File: src/rtl/parking_lane_arbiter.sv
// Round-robin gate sequencer: one lane at a time through CHECK/OPEN/CLOSE, one car pulse per passage.
// Grant 1 cycle after a request is seen idle; pending lanes simply hold req (no queueing).
module parking_lane_arbiter #(
  parameter int N_LANES      = 4,
  parameter int PASS_TIMEOUT = 16,
  parameter int CLOSE_CYCLES = 2
) (
  input  logic               clk,
  input  logic               rst,
  input  logic               lot_open,
  input  logic [N_LANES-1:0] req,
  input  logic [N_LANES-1:0] req_exit,
  input  logic [N_LANES-1:0] req_uni,
  input  logic [N_LANES-1:0] pass_sensor,
  input  logic               uni_space_ok,
  input  logic               gen_space_ok,
  output logic [N_LANES-1:0] grant,
  output logic [N_LANES-1:0] gate_open,
  output logic [N_LANES-1:0] deny,
  output logic               car_entered,
  output logic               is_uni_car_entered,
  output logic               car_exited,
  output logic               is_uni_car_exited,
  output logic               busy,
  output logic [7:0]         timeout_cnt
);

  localparam int LW = $clog2(N_LANES);

  typedef enum logic [1:0] {IDLE, CHECK, OPEN, CLOSE} state_t;

  state_t             state, state_nxt;
  logic [LW-1:0]      lane, rr_ptr, scan_lane, lane_inc;
  logic               exit_flag, uni_flag;
  logic [7:0]         open_timer;
  logic [3:0]         close_timer;
  logic [N_LANES-1:0] eligible, lane_oh;
  logic               scan_hit;
  logic               do_latch, do_deny, do_pass, do_timeout;

  // Entries are invisible to the scan while the lot is closed; exits always compete.
  assign eligible = req & (req_exit | {N_LANES{lot_open}});

  always_comb begin
    logic [LW:0] idx;
    scan_hit  = 1'b0;
    scan_lane = '0;
    idx       = '0;
    for (int i = 0; i < N_LANES; i++) begin
      idx = {1'b0, rr_ptr} + (LW+1)'(i);
      if (idx >= (LW+1)'(N_LANES)) idx = idx - (LW+1)'(N_LANES);
      if (!scan_hit && eligible[idx[LW-1:0]]) begin
        scan_hit  = 1'b1;
        scan_lane = idx[LW-1:0];
      end
    end
  end

  assign lane_inc = (lane == LW'(N_LANES-1)) ? '0 : lane + LW'(1);

  always_comb begin
    lane_oh       = '0;
    lane_oh[lane] = 1'b1;
  end

  always_ff @(posedge clk) begin
    if (rst) state <= IDLE;
    else     state <= state_nxt;
  end

  always_comb begin
    state_nxt  = state;
    do_latch   = 1'b0;
    do_deny    = 1'b0;
    do_pass    = 1'b0;
    do_timeout = 1'b0;
    grant      = '0;
    gate_open  = '0;
    busy       = (state != IDLE);
    unique case (state)
      IDLE: begin
        if (scan_hit) begin
          do_latch  = 1'b1;
          state_nxt = CHECK;
        end
      end
      CHECK: begin
        grant = lane_oh;
        // Space and lot hours are judged once here; later changes never abort the passage.
        if (exit_flag || (lot_open && (uni_flag ? uni_space_ok : gen_space_ok))) begin
          state_nxt = OPEN;
        end else begin
          do_deny   = 1'b1;
          state_nxt = IDLE;
        end
      end
      OPEN: begin
        grant     = lane_oh;
        gate_open = lane_oh;
        if (pass_sensor[lane]) begin
          do_pass   = 1'b1;
          state_nxt = CLOSE;
        end else if (open_timer == 8'(PASS_TIMEOUT-1)) begin
          do_timeout = 1'b1;
          state_nxt  = CLOSE;
        end
      end
      CLOSE: begin
        grant = lane_oh;
        if (close_timer == 4'(CLOSE_CYCLES-1)) state_nxt = IDLE;
      end
      default: state_nxt = IDLE;
    endcase
  end

  always_ff @(posedge clk) begin
    if (rst) begin
      lane               <= '0;
      exit_flag          <= 1'b0;
      uni_flag           <= 1'b0;
      rr_ptr             <= '0;
      open_timer         <= '0;
      close_timer        <= '0;
      timeout_cnt        <= '0;
      deny               <= '0;
      car_entered        <= 1'b0;
      is_uni_car_entered <= 1'b0;
      car_exited         <= 1'b0;
      is_uni_car_exited  <= 1'b0;
    end else begin
      if (do_latch) begin
        lane      <= scan_lane;
        exit_flag <= req_exit[scan_lane];
        uni_flag  <= req_uni[scan_lane];
      end
      open_timer  <= (state == OPEN)  ? open_timer + 8'd1  : 8'd0;
      close_timer <= (state == CLOSE) ? close_timer + 4'd1 : 4'd0;
      // Fairness: the lane just served (or refused) goes to the back of the scan order.
      if (do_deny || do_pass || do_timeout) rr_ptr <= lane_inc;
      if (do_timeout && timeout_cnt != 8'hFF) timeout_cnt <= timeout_cnt + 8'd1;
      deny               <= do_deny ? lane_oh : '0;
      car_entered        <= do_pass & ~exit_flag;
      is_uni_car_entered <= do_pass & ~exit_flag & uni_flag;
      car_exited         <= do_pass & exit_flag;
      is_uni_car_exited  <= do_pass & exit_flag & uni_flag;
    end
  end

endmodule

File: config.mk
export PLATFORM = sky130hd
export DESIGN_NAME = parking_lane_arbiter
export DESIGN_NICKNAME = d
export VERILOG_FILES = /design/src/rtl/parking_lane_arbiter.sv
export SDC_FILE = /design/constraint.sdc
export NUM_CORES = 1
export LEC_CHECK = 0
export CAP_MARGIN = 20
export CORE_ASPECT_RATIO = 0.5
export CORE_UTILIZATION = 40
export CTS_BUF_LIST = sky130_fd_sc_hd__clkbuf_16
export DETAILED_ROUTE_END_ITERATION = 8
export PLACE_DENSITY = 0.64
export RECOVER_POWER = 50
export SLEW_MARGIN = 20
export SYNTH_ARGS = -nofsm -noshare
export SYNTH_HDL_FRONTEND = slang
export SYNTH_SLANG_ARGS = --single-unit
File: constraint.sdc
create_clock -name clk -period 2.5 [get_ports clk]
set_clock_uncertainty 0.2 [all_clocks]
set_input_delay 0.5 -clock clk [delete_from_list [all_inputs] [get_ports clk]]
set_output_delay 0.5 -clock clk [all_outputs]
set_load 0.01 [all_outputs]
==> metrics <==
# Post-CTS Setup Buffers=0; largest net degree at the start of global routing=22; clk_lat worst skew=about 280 ps; boundary pin count=46; clock transition at the registers of the reported paths=about 60 ps; worst path cell trace=inv_1 -> ha_1 -> nor2b_1 -> clkdlybuf4s50_1; Post-Syn Nets=around 220; post-layout min period=around 2400 ps; Tot GR Track Use=0.167; setup ws final=roughly 100 ps; H-tree depth=2; worst-path fanout max=6; commonest cells after routing, fill and taps aside=36 x dfxtp_1, 34 x clkdlybuf4s50_1, 28 x nor2_1, 12 x xor2_1, 12 x nand2_1; post-route ant nets=0; Final Setup Violations=0; met3 usage=0.0440; post-cts sizing count=0; placed cells=just over 300; Avg Cell Area, Syn=about 9.5 sq um; hold endpoint=open_timer[0]$_SDFF_PP0_; synthesized instance count=194; GRT met2 Usage=0.279; vias per inst=5.09; Fin Setup TNS=0 ps; Initial Util=0.417; max_cap viols=0; via count=roughly 1600; Final Cycle Share=0.960; switch share=0.265; share of synthesized flip-flops with an asynchronous set or reset=0; Hold Crit Start=open_timer[0]$_SDFF_PP0_; Die X=about 98 um; LEAKAGE=0.00100 uW; P_sw=roughly 410 uW; cell taking the most area after synthesis=dfxtp_1; slew at the pin closest to its max-slew limit=939 ps; Clock power frac=0.384; nets=~280; fin cells=310; area of the core=roughly 4400 sq um; Placed Area=~2400 sq um; Seq pwr share=0.412; total gr overflow=0; DR iter-0 viols=44; Slowest cell on crit path=clkdlybuf4s50_1; RSZ-0062 raised after global routing=no; post-DP HPWL=just under 3000 um; final-report hold violation count=0; Die Span Y=around 50 um; Synth Register Bits=36; die footprint=between 4000 and 5000 sq um; max-slew violation count=0; CP required=approximately 1800 ps; Max Root-Sink Buffers=2; vias in the first global route=between 1000 and 1500; final WL=3800 um; R2R cell count=5; Root Driver=clkbuf_16; met1 usage=0.198; Crit path arrival time=1700 ps; Setup Crit Path Kind=reg2out; pre-CTS setup slack=-86.9 ps; TritonCTS sink count=36; Design Area, Final=about 2500 sq um; PortBufs=between 40 and 50; Pre-antenna DRT Iters=6; antenna violations before repair=0; synth unique cells=46; hold path depth=1; first-pass GRT wire length=between 6000 and 7000 um; GRT busiest layer=met2; Primary FF master, synth=dfxtp_1; site row count=17; r2r setup slk=~400 ps; Yosys top cell area share=0.391; number of diodes=0; TritonCTS clock tree=yes; yosys warns=0; Rel. slew slack=0.374; failing checks=DRC; Logic pwr share=0.204; RR Startpoint=lane[0]$_SDFFE_PP0P_; EDFF count, synth=0; CTS Buf Count=5; synth top area cells=dfxtp_1 39%, nor2_1 5.7%, xor2_1 5.7%; critical path capture point type=primary output; Post-Syn Area=1850 sq um; drt wl/cell=between 10 and 15 um; status=finished with violations; FMAX=approximately 420 MHz; cts hold-fix bufs=0; area grow syn2layout=38.0%; Hold WC Path Type=reg2reg; IR drop worst, VDD=about 300 uV; GPL Wtd Cong=about 0.84; Pwr Density=between 600 and 700 nW/um^2; share of post-route cells with drive strength above 1=0.107; sequential share of the synthesized area=0.391; commonest non-fill, non-tap cell in the layout=dfxtp_1; crit path launch type=flop; P_int=around 1100 uW; RR Endpoint=rr_ptr[1]$_SDFFE_PP0P_; crit-path max cell delay=between 400 and 500 ps; DRC viols=1
==> power groups by stage <==
stage / combinational, uW / sequential, uW / clock (uW)
floorplan: 192 / 640 / 0
global placement: 317 / 649 / 0
detailed placement: 320 / 649 / 0
CTS: 321 / 637 / 606
global route: 344 / 642 / 632
finish: 316 / 636 / 593
==> flip-flops by register name, summed over array words and instances, names as in the netlist, named ones only <==
register            flops
lane                    2
exit_flag               1
uni_flag                1
state                   1
deny                    4
rr_ptr                  2
close_timer             4
is_uni_car_entered      1
car_entered             1
car_exited              1
is_uni_car_exited       1
timeout_cnt             8
open_timer              8
==> critical path: cells and delay by family, from the launching register on <==
family                   cells  cell delay [ps]
flip-flops                   1              460
AND/OR/NAND/NOR              1              140
buffers and inverters        2              590
adder cells (fa/ha/maj)      1              230
==> how the worst max path moves through the flow <==
| stage | from | to | cells past startpoint |
|---|---|---|---|
| final | lane[0]$_SDFFE_PP0P_ | grant[0] | 4 |
| after global routing | lane[0]$_SDFFE_PP0P_ | grant[1] | 3 |
| after CTS | lane[0]$_SDFFE_PP0P_ | grant[0] | 4 |
| after detailed placement | lot_open | uni_flag$_SDFFE_PP0P_ | 7 |
| after global placement | lot_open | exit_flag$_SDFFE_PP0P_ | 7 |
| after floorplan | lot_open | exit_flag$_SDFFE_PP0P_ | 6 |
==> cell usage after synthesis (all sizes together) (2+ instances only) <==
cell type,instances
dfxtp,36
nor2,28
and2,12
nand2,12
xor2,12
nand3,9
ha,8
a21oi,7
inv,6
mux2i,6
o21ai,6
nor2b,5
and3,4
o21a,4
nand2b,3
nand3b,3
a211oi,2
and4,2
buf,2
nand4,2
o221ai,2
or3,2
xnor2,2
==> per-layer routing <==
| layer | wire (um) | up-vias | part of all wire |
|---|---|---|---|
| li1 | - | 796 | - |
| met1 | 1840 | 729 | 0.48 |
| met2 | 1730 | 41 | 0.45 |
| met3 | 148 | 12 | 0.039 |
| met4 | 93 | 0 | 0.024 |
| met5 | 0 | - | 0 |
==> through the flow <==
stage	util	hold WS (ps)	power, uW
3_5_place_dp	0.545	259	969
5_1_grt	0.576	295	1620
4_1_cts	0.577	271	1560
3_3_place_gp	0.545	243	966
6_report	0.576	271	1550
2_1_floorplan	-	226	831
==> kinds of logic after synthesis <==
logic type / after synthesis / synth area share
mux: 8 / 0.0508
buf+inv: 9 / 0.0244
xor+xnor: 14 / 0.0664
flops: 36 / 0.391
simple gates: 87 / 0.258
compound gates: 32 / 0.155
fa+ha+maj: 8 / 0.0542
==> cell type report <==
type / instances / area [sq um]
flip-flops and latches: 36 / 721
well taps: 57 / 71.3
multi-input cells: 149 / 1080
fillers: 421 / 1880
inverters: 6 / 22.5
repair buffers: 54 / 514
clock buffers: 5 / 125
clock inverters: 3 / 13.8
(Power assumes the default switching activity.)
